===== src/rtl/mem_burst_ctrl.sv =====
`default_nettype none
// ============================================================================
// Module   : mem_burst_ctrl
// Purpose  : Burst transaction engine placed in front of the single-port
//            memory. It accepts one burst command (start address, length,
//            direction) and turns it into one valid/ready memory access per
//            word at consecutive addresses (modulo 2^ADDRE). Write bursts
//            pull words from the wdata stream. Read bursts push words onto
//            the rdata stream.
// Ports    : clk_i, rst_i (async, active-low)
//            cmd_valid_i/cmd_ready_o, cmd_wr_i, cmd_addr_i, cmd_len_i
//            wdata_valid_i/wdata_ready_o, wdata_i
//            rdata_valid_o/rdata_ready_i, rdata_o
//            mem_valid_o, mem_wrdata_o, mem_addre_o, mem_write_o,
//            mem_read_i, mem_ready_i
//            done_o (one-cycle burst-end pulse), err_o (timeout abort)
// Options  : MEM_BURST_TIMEOUT_EN - abort a memory access that has waited
//            255 cycles for mem_ready_i. When this macro is undefined,
//            err_o is tied low.
// Revision : 1.0 - initial release
// ============================================================================
module mem_burst_ctrl #(
    parameter int WIDTH = 32,
    parameter int DEPTH = 256,
    parameter int ADDRE = 8
) (
    input  logic             clk_i,
    input  logic             rst_i,
    input  logic             cmd_valid_i,
    output logic             cmd_ready_o,
    input  logic             cmd_wr_i,
    input  logic [ADDRE-1:0] cmd_addr_i,
    input  logic [ADDRE:0]   cmd_len_i,
    input  logic             wdata_valid_i,
    output logic             wdata_ready_o,
    input  logic [WIDTH-1:0] wdata_i,
    output logic             rdata_valid_o,
    input  logic             rdata_ready_i,
    output logic [WIDTH-1:0] rdata_o,
    output logic             mem_valid_o,
    output logic             mem_wrdata_o,
    output logic [ADDRE-1:0] mem_addre_o,
    output logic [WIDTH-1:0] mem_write_o,
    input  logic [WIDTH-1:0] mem_read_i,
    input  logic             mem_ready_i,
    output logic             done_o,
    output logic             err_o
);

    localparam logic [ADDRE:0] c_max_len = (ADDRE+1)'(DEPTH);
    localparam logic [ADDRE:0] c_one_len = (ADDRE+1)'(1);

    typedef enum logic [2:0] {
        IDLE     = 3'd0,
        WR_FETCH = 3'd1,
        WR_ISSUE = 3'd2,
        RD_ISSUE = 3'd3,
        RD_OUT   = 3'd4,
        DONE     = 3'd5
    } state_t;

    state_t             r_state, w_state_nxt;
    logic [ADDRE-1:0]   r_addr, w_addr_nxt;
    logic [ADDRE:0]     r_rem, w_rem_nxt;
    logic [WIDTH-1:0]   r_rdata, w_rdata_nxt;
    logic [WIDTH-1:0]   r_mem_write, w_mem_write_nxt;
    logic [ADDRE-1:0]   r_mem_addre, w_mem_addre_nxt;
    logic               r_cmd_ready, w_cmd_ready_nxt;
    logic               r_wdata_ready, w_wdata_ready_nxt;
    logic               r_rdata_valid, w_rdata_valid_nxt;
    logic               r_mem_valid, w_mem_valid_nxt;
    logic               r_mem_wrdata, w_mem_wrdata_nxt;
    logic               r_done, w_done_nxt;
    logic [ADDRE:0]     w_len_sat;
    logic               w_last;
    logic               w_timeout;

    // Lengths beyond the memory depth saturate. A full-depth burst is legal
    // because the remaining counter is one bit wider than the address.
    assign w_len_sat = (cmd_len_i > c_max_len) ? c_max_len : cmd_len_i;
    assign w_last    = (r_rem == c_one_len);

`ifdef MEM_BURST_TIMEOUT_EN
    logic [7:0] r_to_cnt;
    logic       r_err;

    // Fires on the edge where the wait counter would reach 255.
    assign w_timeout = r_mem_valid && !mem_ready_i && (r_to_cnt == 8'd254);

    always_ff @(posedge clk_i or negedge rst_i) begin
        if (!rst_i) begin
            r_to_cnt <= 8'd0;
            r_err    <= 1'b0;
        end else begin
            r_to_cnt <= (r_mem_valid && !mem_ready_i && !w_timeout) ? r_to_cnt + 8'd1 : 8'd0;
            r_err    <= w_timeout;
        end
    end

    assign err_o = r_err;
`else
    assign w_timeout = 1'b0;
    assign err_o     = 1'b0;
`endif

    // State and all outputs are registered together. An asynchronous reset
    // drops mem_valid_o immediately and abandons any burst in flight.
    always_ff @(posedge clk_i or negedge rst_i) begin
        if (!rst_i) begin
            r_state       <= IDLE;
            r_addr        <= '0;
            r_rem         <= '0;
            r_rdata       <= '0;
            r_mem_write   <= '0;
            r_mem_addre   <= '0;
            r_cmd_ready   <= 1'b0;
            r_wdata_ready <= 1'b0;
            r_rdata_valid <= 1'b0;
            r_mem_valid   <= 1'b0;
            r_mem_wrdata  <= 1'b0;
            r_done        <= 1'b0;
        end else begin
            r_state       <= w_state_nxt;
            r_addr        <= w_addr_nxt;
            r_rem         <= w_rem_nxt;
            r_rdata       <= w_rdata_nxt;
            r_mem_write   <= w_mem_write_nxt;
            r_mem_addre   <= w_mem_addre_nxt;
            r_cmd_ready   <= w_cmd_ready_nxt;
            r_wdata_ready <= w_wdata_ready_nxt;
            r_rdata_valid <= w_rdata_valid_nxt;
            r_mem_valid   <= w_mem_valid_nxt;
            r_mem_wrdata  <= w_mem_wrdata_nxt;
            r_done        <= w_done_nxt;
        end
    end

    // The next-state logic also computes the next value of each registered
    // output. As a result, every output matches the state it is entering.
    always_comb begin
        w_state_nxt       = r_state;
        w_addr_nxt        = r_addr;
        w_rem_nxt         = r_rem;
        w_rdata_nxt       = r_rdata;
        w_mem_write_nxt   = r_mem_write;
        w_mem_addre_nxt   = '0;
        w_cmd_ready_nxt   = 1'b0;
        w_wdata_ready_nxt = 1'b0;
        w_rdata_valid_nxt = 1'b0;
        w_mem_valid_nxt   = 1'b0;
        w_mem_wrdata_nxt  = 1'b0;
        w_done_nxt        = 1'b0;

        case (r_state)
            IDLE: begin
                w_cmd_ready_nxt = 1'b1;
                if (cmd_valid_i && r_cmd_ready) begin
                    w_cmd_ready_nxt = 1'b0;
                    w_addr_nxt      = cmd_addr_i;
                    w_rem_nxt       = w_len_sat;
                    if (w_len_sat == '0) begin
                        w_state_nxt = DONE;
                        w_done_nxt  = 1'b1;
                    end else if (cmd_wr_i) begin
                        w_state_nxt       = WR_FETCH;
                        w_wdata_ready_nxt = 1'b1;
                    end else begin
                        w_state_nxt     = RD_ISSUE;
                        w_mem_valid_nxt = 1'b1;
                        w_mem_addre_nxt = cmd_addr_i;
                    end
                end
            end

            WR_FETCH: begin
                w_wdata_ready_nxt = 1'b1;
                if (wdata_valid_i && r_wdata_ready) begin
                    w_wdata_ready_nxt = 1'b0;
                    w_mem_write_nxt   = wdata_i;
                    w_mem_valid_nxt   = 1'b1;
                    w_mem_wrdata_nxt  = 1'b1;
                    w_mem_addre_nxt   = r_addr;
                    w_state_nxt       = WR_ISSUE;
                end
            end

            WR_ISSUE: begin
                if (mem_ready_i) begin
                    w_addr_nxt = r_addr + 1'b1;
                    w_rem_nxt  = r_rem - 1'b1;
                    if (w_last) begin
                        w_state_nxt = DONE;
                        w_done_nxt  = 1'b1;
                    end else begin
                        w_state_nxt       = WR_FETCH;
                        w_wdata_ready_nxt = 1'b1;
                    end
                end else if (w_timeout) begin
                    w_state_nxt = DONE;
                    w_done_nxt  = 1'b1;
                end else begin
                    w_mem_valid_nxt  = 1'b1;
                    w_mem_wrdata_nxt = 1'b1;
                    w_mem_addre_nxt  = r_mem_addre;
                end
            end

            RD_ISSUE: begin
                if (mem_ready_i) begin
                    w_rdata_nxt       = mem_read_i;
                    w_rdata_valid_nxt = 1'b1;
                    w_state_nxt       = RD_OUT;
                end else if (w_timeout) begin
                    w_state_nxt = DONE;
                    w_done_nxt  = 1'b1;
                end else begin
                    w_mem_valid_nxt = 1'b1;
                    w_mem_addre_nxt = r_mem_addre;
                end
            end

            RD_OUT: begin
                if (rdata_ready_i) begin
                    w_addr_nxt = r_addr + 1'b1;
                    w_rem_nxt  = r_rem - 1'b1;
                    if (w_last) begin
                        w_state_nxt = DONE;
                        w_done_nxt  = 1'b1;
                    end else begin
                        w_state_nxt     = RD_ISSUE;
                        w_mem_valid_nxt = 1'b1;
                        w_mem_addre_nxt = r_addr + 1'b1;
                    end
                end else begin
                    w_rdata_valid_nxt = 1'b1;
                end
            end

            DONE: begin
                w_state_nxt     = IDLE;
                w_cmd_ready_nxt = 1'b1;
            end

            default: begin
                w_state_nxt = IDLE;
            end
        endcase
    end

    assign cmd_ready_o   = r_cmd_ready;
    assign wdata_ready_o = r_wdata_ready;
    assign rdata_valid_o = r_rdata_valid;
    assign rdata_o       = r_rdata;
    assign mem_valid_o   = r_mem_valid;
    assign mem_wrdata_o  = r_mem_wrdata;
    assign mem_addre_o   = r_mem_addre;
    assign mem_write_o   = r_mem_write;
    assign done_o        = r_done;

endmodule
`default_nettype wire

===== config.mk =====
export PLATFORM = sky130hd
export DESIGN_NAME = mem_burst_ctrl
export DESIGN_NICKNAME = d
export VERILOG_FILES = /design/src/rtl/mem_burst_ctrl.sv
export SDC_FILE = /design/constraint.sdc
export NUM_CORES = 1
export LEC_CHECK = 0
export CAP_MARGIN = 10
export CORE_ASPECT_RATIO = 0.8
export CORE_MARGIN = 2
export CORE_UTILIZATION = 40
export CTS_BUF_LIST = sky130_fd_sc_hd__clkbuf_4 sky130_fd_sc_hd__clkbuf_8 sky130_fd_sc_hd__clkbuf_16
export CTS_CLUSTER_SIZE = 25
export DETAILED_ROUTE_END_ITERATION = 8
export PLACE_DENSITY = 0.81
export SYNTH_ARGS = -nofsm -noshare
export SYNTH_HDL_FRONTEND = slang
export SYNTH_SLANG_ARGS = --single-unit

===== constraint.sdc =====
create_clock -name clk_i -period 2 [get_ports clk_i]
set_clock_uncertainty 0.1 [all_clocks]
set_input_delay 0.6 -clock clk_i [delete_from_list [all_inputs] [get_ports clk_i]]
set_output_delay 0.6 -clock clk_i [all_outputs]
set_load 0.02 [all_outputs]

After elaboration in Yosys (flattened, before gate mapping)

Index checks and enable logic that the tools add are counted.

$add $sub $neg: 2
Magnitude comparators: 1
Eq/ne operators: 12
Multiplexer cells: 53
Reductions and logical operators: 10

Operators with widths:

| cell                  | number |
|---|---|
| $mux W8               | 10 |
| $mux W9               | 4 |
| $pmux W8 S4           | 1 |
| $pmux W9 S3           | 1 |
| $mux W3               | 8 |
| $pmux W8 S3           | 1 |
| $mux W1               | 20 |
| $pmux W3 S5           | 1 |
| $ne A2 B2 Y1 const B  | 5 |
| $eq A9 B1 Y1 const B  | 1 |
| $gt A9 B9 Y1 const B  | 1 |
| $logic_not A9 Y1      | 1 |
| $sub A9 B1 Y9 const B | 1 |
| $add A8 B1 Y8 const B | 1 |
| $eq A3 B2 Y1 const B  | 2 |
| $eq A3 B3 Y1 const B  | 2 |
| $pmux W1 S2           | 3 |
| $pmux W1 S3           | 2 |
| $reduce_and A5 Y1     | 1 |
| $pmux W1 S4           | 1 |
| $reduce_and A2 Y1     | 2 |
| $reduce_and A4 Y1     | 1 |
| $eq A3 B1 Y1 const B  | 1 |
| $logic_not A3 Y1      | 1 |
| other kinds (5)       | 6 |

Flip-flop bits (word level): 98
Input port bits: 88
Logic and storage cells: 90

Longest topological paths before layout

Gate-level depths: netlist (run 1).

Depth in word-level cells: 6
Mapped depth: 7
Mapped depth without buffers: 6

Least setup slack after synthesis (run 1)

Ideal clock, no wire load.

Path type: in2reg
From: input port cmd_len_i[4]
To: register r_mem_valid, in the netlist mem_valid_o
Setup time: 0.139 ns
Data arrival time: 1.978 ns
Required time: 1.761 ns
Setup slack: -0.216 ns
Stages on the path: 4
Buffers on the path: 0
Cells stage by stage: or4_1 > nor3_2 > nor3_2 > or4_1

Longest elaborated chain between the ends: 6

RTL lines:

| item                      | line | text |
|---|---|---|
| start: declaration        | 33   | `input logic [ADDRE:0] cmd_len_i,` |
| $gt A9 B9 Y1              | 80   | `assign w_len_sat = (cmd_len_i > c_max_len) ? c_max_len : cmd_len_i;` |
| $mux W9 *                 | 80   |  |
| $logic_not A9 Y1 *        | 161  | `if (w_len_sat == '0) begin` |
| $mux W1 *                 | 161  |  |
| $mux W1 *                 | 157  | `if (cmd_valid_i && r_cmd_ready) begin` |
| $pmux W1 S4 *             | 154  | `case (r_state)` |
| named net w_mem_valid_nxt | 71   | `logic r_mem_valid, w_mem_valid_nxt;` |
| end signal: assignment    | 132  | `r_mem_valid <= w_mem_valid_nxt;` |
| end: declaration          | 71   |  |

The timed path passes the listed nets; every way through them passes the cells marked *.
A chain may end at the register's enable or synchronous reset.

Worst setup path in the final report (run 1)

From: register r_rem[1]
To: register r_mem_addre[0], in the netlist mem_addre_o[0]

Longest elaborated chain between the ends: 4

RTL lines:

| item                     | line | text |
|---|---|---|
| start: declaration       | 64   | `logic [ADDRE:0] r_rem, w_rem_nxt;` |
| start signal: assignment | 125  | `r_rem <= w_rem_nxt;` |
| $eq A9 B1 Y1             | 81   | `assign w_last = (r_rem == c_one_len);` |
| $mux W8                  | 226  | `if (w_last) begin` |
| $mux W8                  | 223  | `if (rdata_ready_i) begin` |
| $pmux W8 S4              | 154  |  |
| end signal: assignment   | 128  | `r_mem_addre <= w_mem_addre_nxt;` |
| end: declaration         | 67   | `logic [ADDRE-1:0] r_mem_addre, w_mem_addre_nxt;` |

No other way between the ends.

==> run_results.csv, run 1 <==
group,metric,value,unit
outcome,result_of_the_run,"finished, violations left",
outcome,failed_checks,"setup timing",
cts,clock_sink_count,98,
placed_design,count_of_port_buffers_added_during_placement,165,
cells_and_area,nFillCells,862,
pwr,cellLeakagePower,0.00336,uW
yosys,yosys_warn_count,0,
sta,fmax,0.476,GHz
placed_design,dp.cells,690,
yosys,postSynthRegisterBits,98,
sta,layout_worst_path_cycle_share,105,%
global_routing,globalRouteTotalUtil,20.9,%
critical_path,critical_path_launch_point_type,"flip-flop",
yosys,synth_top_area_share,55.6,%
hold_path,hold_path.class,"in -> async",
critical_path,endpoint_kind,"flip-flop",
global_routing,grt_start_max_net_pins,99,
critical_path,critPathArrivalTime,2220,ps
yosys,most_area_consuming_cells_after_synthesis,"sky130_fd_sc_hd__dfrtp_1, sky130_fd_sc_hd__mux2_2, sky130_fd_sc_hd__a221o_2, sky130_fd_sc_hd__a22o_1, sky130_fd_sc_hd__nand3_1",
pwr,vdd.ir_drop.worst,0.000863,V
global_routing,global_route.usage.met1,26.6,%
yosys,post_synth_num_cell_types,55,
global_routing,grt.overflow.total,0,
cts,h-tree-depth,3,
yosys,ys_seq_area_share,55.6,%
cts,worstSkewPairLatency,340,ps
route,wl_per_cell,16.8,um
yosys,synth_enable_flop_cells,0,
die,rows,34,
yosys,synth_top_area_cell,"sky130_fd_sc_hd__dfrtp_1",
sta,layout_min_cycle_time,2100,ps
cts,cts_tree,"built",
sta,postLayoutSetupSlackWorst,-100,ps
route,antenna_violating_nets_post_route,0,
yosys,mappedNetlistArea,4410,um^2
global_routing,use_met2,34.1,%
cts,cts.path.max_buffers,2,
cells_and_area,finish.net_count,657,
route,dr.first_iter.drc_count,313,
sta,slew_at_the_pin_closest_to_its_max_slew_limit,709,ps
route,wirelength,12.0,mm
cts,cts_hold_repair.buffers,0,
sta,hold_violations,0,
global_routing,global_route.usage.met3,7.89,%
yosys,synth.top_cells.by_count,"sky130_fd_sc_hd__dfrtp_1, sky130_fd_sc_hd__mux2_2, sky130_fd_sc_hd__clkbuf_1",
placed_design,hpwlAfterDp,8.52,mm
cts,clk_root_buffer_cell,"sky130_fd_sc_hd__clkbuf_16",
die,floorplan.io_pins,167,
critical_path,criticalPathCategory,"reg -> reg",
yosys,synth_fp_nets,446,
global_routing,wire_length_of_the_first_global_routing_pass,19.5,mm
critical_path,critPathMaxFanout,6,
yosys,ys_dominant_reg_cell,"sky130_fd_sc_hd__dfrtp_1",
cts,numCtsBuffers,9,
route,detail_route.drc_violations,0,
die,dieWidth,121,um
placed_design,gp_congestion,0.866,
sta,timing.slew.headroom,52.6,%
global_routing,antenna_violations_before_repair,1,
yosys,asyncSetResetFlopFracSynth,100,%
yosys,avgSynthCellArea,12.4,um^2
die,fp.dieH,97.9,um
die,core_area,10800,um^2
yosys,yosysMostFrequentCell,"sky130_fd_sc_hd__dfrtp_1",
route,detailroute.via_count,3755,
cells_and_area,layout-area-overhead-vs-synth,59.6,%
yosys,synthCells,355,
cells_and_area,finalCoreUtilization,65.1,%
cts,clkTransAtPathRegs,70,ps
sta,maxSlewViolCount,0,
route,firstDrtPassIters,4,
global_routing,grt_pass1_vias,3871,
sta,rsz_0062_raised_after_global_routing,"true",
pwr,pwr_density_cell,1540,nW/um^2
global_routing,global_route.peak_usage_layer,"met2",
cells_and_area,post_layout_nonfiller_instances,716,
sta,setup_total_negative_slack,-618,ps
sta,finalSetupViolCount,9,
critical_path,required,2120,ps
route,drt-vias-per-instance,5.24,
die,die_footprint,11900,um^2
cells_and_area,final_layout_size_suffix_gt1_share,31.0,%
die,initial_utilization,40.8,%
job,maxcap_violations,0,
## placed cells by master, fill, tap and decap left out, types with 3 or more instances in the layout
master and instances:
sky130_fd_sc_hd__dlygate4sd2_1 63, sky130_fd_sc_hd__dfrtp_1 97, sky130_fd_sc_hd__buf_6 4, sky130_fd_sc_hd__clkinv_2 3, sky130_fd_sc_hd__dlymetal6s2s_1 19, sky130_fd_sc_hd__mux2i_1 3, sky130_fd_sc_hd__and3_1 3, sky130_fd_sc_hd__or4_4 3
sky130_fd_sc_hd__clkdlybuf4s50_1 75, sky130_fd_sc_hd__nor4_1 3, sky130_fd_sc_hd__a31oi_1 5, sky130_fd_sc_hd__a221o_2 8, sky130_fd_sc_hd__xnor2_1 5, sky130_fd_sc_hd__nand3_1 12, sky130_fd_sc_hd__nor3_1 7, sky130_fd_sc_hd__o21ai_0 11
sky130_fd_sc_hd__nor3_4 3, sky130_fd_sc_hd__clkbuf_16 9, sky130_fd_sc_hd__nor2_1 8, sky130_fd_sc_hd__nand2_1 15, sky130_fd_sc_hd__inv_1 8, sky130_fd_sc_hd__buf_12 6, sky130_fd_sc_hd__mux2_2 65, sky130_fd_sc_hd__a22o_1 8
sky130_fd_sc_hd__nor3b_1 3, sky130_fd_sc_hd__a211oi_1 3, sky130_fd_sc_hd__buf_4 48, sky130_fd_sc_hd__a21oi_1 8
## final timing paths
check	from	endpoint	slack [ps]	cells past startpoint
max	r_rem[1]	mem_addre_o[0]	-100	6
max in group asynchronous	rst_i	r_state[2]	1200	2
min reg2reg	mem_write_o[6]	mem_write_o[6]	400	1
min	rst_i	mem_addre_o[5]	220	2
min in group clk_i	mem_write_o[6]	mem_write_o[6]	400	1
max reg2reg	r_rem[1]	mem_addre_o[0]	-100	6
## per-stage QoR
stage	setup WS [ps]	hold WS (ps)	instance area, um^2	total power (uW)
finish	-100	217	7040	10800
global route	-151	255	7040	11500
CTS	-108	239	6940	10900
detailed placement	-624	392	6600	9290
global placement	-574	387	6600	9090
floorplan	-122	204	4420	6410
## worst max-delay path, cell delays in order (launching register included)
cell and delay [ps]:
sky130_fd_sc_hd__dfrtp_1 390, sky130_fd_sc_hd__inv_2 80, sky130_fd_sc_hd__ha_4 130, sky130_fd_sc_hd__or4b_4 480, sky130_fd_sc_hd__o211a_4 280, sky130_fd_sc_hd__mux2_2 260, sky130_fd_sc_hd__a221o_1 250
## registers in the layout, indices dropped and copies added (netlist names)
name           cells
done_o             1
rdata_valid_o      1
mem_addre_o        8
r_addr             8
r_state            3
cmd_ready_o        1
mem_wrdata_o       1
mem_valid_o        1
mem_write_o       32
wdata_ready_o      1
rdata_o           32
r_rem              9
## where the power goes
group	internal (uW)	leakage [uW]	switching (uW)
combinational	2800	0.00200	2860
clock	1010	0.000153	724
sequential	2900	0.00121	531
## cell families after synthesis
group	Yosys count	share of synthesized area, %
simple gates	76	9.76
fa+ha+maj	3	0.852
compound gates	70	11.9
buf+inv	32	3.09
flops	98	55.6
xor+xnor	7	1.39
mux	68	17.3
other cells	1	0.0851
## layout make-up
cell class	instances	area, um^2	area share [%]
diodes	1	2.50	0.0356
clock buffers	11	246	3.50
clock inverters	5	53.8	0.765
inverters	9	33.8	0.480
multi-input cells	226	1950	27.7
flip-flops and latches	98	2450	34.9
well taps	144	180	2.56
repair buffers	222	2120	30.1
## routing by layer
metal	routed length (um)	share of wire, %
met4	86	0.71
met3	1170	9.7
met5	0	0
met2	5780	48
met1	5000	42
## repair_timing
| action | CTS | global route |
|---|---|---|
| pin swaps | 13 | 9 |
| endpoints found under the setup margin | 79 | 46 |
| gates cloned | 2 | 0 |
| hold endpoints to repair | 0 | 0 |
| buffers inserted | 5 | 3 |
| resized for setup | 96 | 31 |
Power figures use the tool's default switching activity.
==> inputs of run 2 (changes only) <==
PLACE_DENSITY = 0.73   (was 0.81)
REMOVE_ABC_BUFFERS = 1   (was unset)
==> run 2 against run 1 <==
Compared with the run above:
- the flow still finishes with violations (setup timing)
- register-to-register slack worse by 30 ps
- setup slack worse by 34 ps
- flip-flop and latch count stayed put
- non-clock buffer count is 2 lower
- critical path depth stayed put
- combinational power hardly changed
- worst hold slack worse by 190 ps
- critical path type unchanged
- critical endpoint unchanged
- largest power group unchanged
==> run_results.csv, run 2 (synthesis results as in run 1) <==
group,metric,value,unit
pwr,vdd.ir_drop.worst,0.000744,V
cts,worstSkewPairLatency,340,ps
job,maxcap_violations,0,
cts,clkTransAtPathRegs,70,ps
cells_and_area,antennaDiodeCount,0,
global_routing,globalRouteTotalUtil,21.8,%
cells_and_area,layout-area-overhead-vs-synth,60.1,%
sta,postLayoutSetupSlackWorst,-134,ps
placed_design,placement.cell_area,6600,um^2
cells_and_area,design_area,7060,um^2
critical_path,critPathMaxFanout,7,
die,dieWidth,121,um
sta,hold_violations,0,
route,firstDrtPassIters,5,
global_routing,grt_start_max_net_pins,34,
placed_design,count_of_port_buffers_added_during_placement,165,
sta,setup_total_negative_slack,-504,ps
cts,cts_tree,"built",
pwr,cellLeakagePower,0.00336,uW
route,dr.first_iter.drc_count,217,
sta,maxSlewViolCount,0,
cts,clock_sink_count,98,
cells_and_area,finish.net_count,656,
die,rows,34,
sta,fmax,0.469,GHz
global_routing,wire_length_of_the_first_global_routing_pass,20.2,mm
outcome,result_of_the_run,"finished, violations left",
global_routing,grt.overflow.total,0,
cells_and_area,mostFrequentLayoutCells,"sky130_fd_sc_hd__dfrtp_1, sky130_fd_sc_hd__clkdlybuf4s50_1, sky130_fd_sc_hd__mux2_2, sky130_fd_sc_hd__dlygate4sd2_1, sky130_fd_sc_hd__buf_4",
die,initial_utilization,40.8,%
cts,clk_root_buffer_cell,"sky130_fd_sc_hd__clkbuf_16",
placed_design,gp_congestion,0.867,
global_routing,antenna_violations_before_repair,1,
route,detail_route.drc_violations,0,
sta,layout_worst_path_cycle_share,107,%
route,wl_per_cell,18.0,um
global_routing,grt_pass1_vias,3844,
hold_path,hold_path.class,"in -> async",
die,core_area,10800,um^2
cells_and_area,final_common_cell,"sky130_fd_sc_hd__dfrtp_1",
route,detailroute.via_count,3799,
cts,h-tree-depth,3,
sta,rsz_0062_raised_after_global_routing,"true",
route,antenna_violating_nets_post_route,0,
cts,cts.path.max_buffers,2,
die,fp.dieH,97.9,um
sta,layout_min_cycle_time,2130,ps
cts,numCtsBuffers,9,
critical_path,criticalPathCategory,"reg -> reg",
cells_and_area,nFillCells,862,
critical_path,required,2120,ps
outcome,failed_checks,"setup timing",
die,floorplan.io_pins,167,
pwr,pwr_density_cell,1540,nW/um^2
route,wirelength,12.8,mm
cells_and_area,finalCoreUtilization,65.3,%
sta,finalSetupViolCount,8,
placed_design,hpwlAfterDp,9.08,mm
cells_and_area,final_layout_size_suffix_gt1_share,30.8,%
route,drt-vias-per-instance,5.33,
critical_path,critPathArrivalTime,2250,ps
cts,cts_hold_repair.buffers,0,
critical_path,critical_path_launch_point_type,"flip-flop",
die,die_footprint,11900,um^2
critical_path,endpoint_kind,"flip-flop",
run 2: metrics by stage:
stage / instances / total power, uW / setup WS, ps / hold WS [ps]
after floorplan: 332 / 6330 / -1360 / 204
after global placement: 691 / 9090 / -688 / 385
after detailed placement: 691 / 9270 / -731 / 391
after CTS: 712 / 10900 / -141 / 22.9
after global routing: 713 / 11500 / -192 / 28.0
final: 713 / 10900 / -134 / 29.0
run 2: worst paths after layout:
kind | startpoint | end | slack [ps] | cells after the start
worst min register to register | rdata_o[13] | rdata_o[13] | 400 | 1
worst max register to register | r_rem[1] | mem_addre_o[0] | -130 | 6
max in group asynchronous | rst_i | rdata_o[18] | 1280 | 2
min in group clk_i | rdata_o[13] | rdata_o[13] | 400 | 1
worst min-delay path | rst_i | r_rem[0] | 30 | 1
worst max-delay path | r_rem[1] | mem_addre_o[0] | -130 | 6
run 2: area by class of cell:
cell class / instances / area, um^2 / area share, %
Clock inverter: 6 / 73.8 / 1.05
Tap cell: 144 / 180 / 2.55
Inverter: 9 / 33.8 / 0.479
Multi-Input combinational cell: 227 / 1970 / 27.9
Clock buffer: 9 / 225 / 3.19
Sequential cell: 98 / 2450 / 34.8
Timing Repair Buffer: 220 / 2120 / 30.0
run 2: timing repair:
item,CTS,global route
pin swaps,15,4
cloned,2,0
resized for setup,98,33
setup endpoints to repair,82,55
hold endpoints to repair,0,0
buffers inserted,4,1
run 2: power by group:
| group | switching [uW] | leakage [uW] | internal (uW) |
|---|---|---|---|
| logic | 2870 | 0.00201 | 2770 |
| clock network | 768 | 0.000140 | 980 |
| registers | 560 | 0.00121 | 2910 |
| total | 4200 | 0.00336 | 6660 |
run 2: metal layers:
layer  GRT usage [%]  part of all wire [%]  vias up
met1            29.5                    42     1827
met4            5.84                   1.7        2
met5               0                  0.10        -
met2            35.3                    48      202
met3            5.37                   8.5       26
li1                -                     -     1742
run 2: critical path: stages, from the launching register on:
cell                      delay, ps
sky130_fd_sc_hd__dfrtp_1        390
sky130_fd_sc_hd__inv_2           80
sky130_fd_sc_hd__ha_4           120
sky130_fd_sc_hd__or4b_4         490
sky130_fd_sc_hd__o211a_4        290
sky130_fd_sc_hd__mux2_2         270
sky130_fd_sc_hd__a221o_1        270
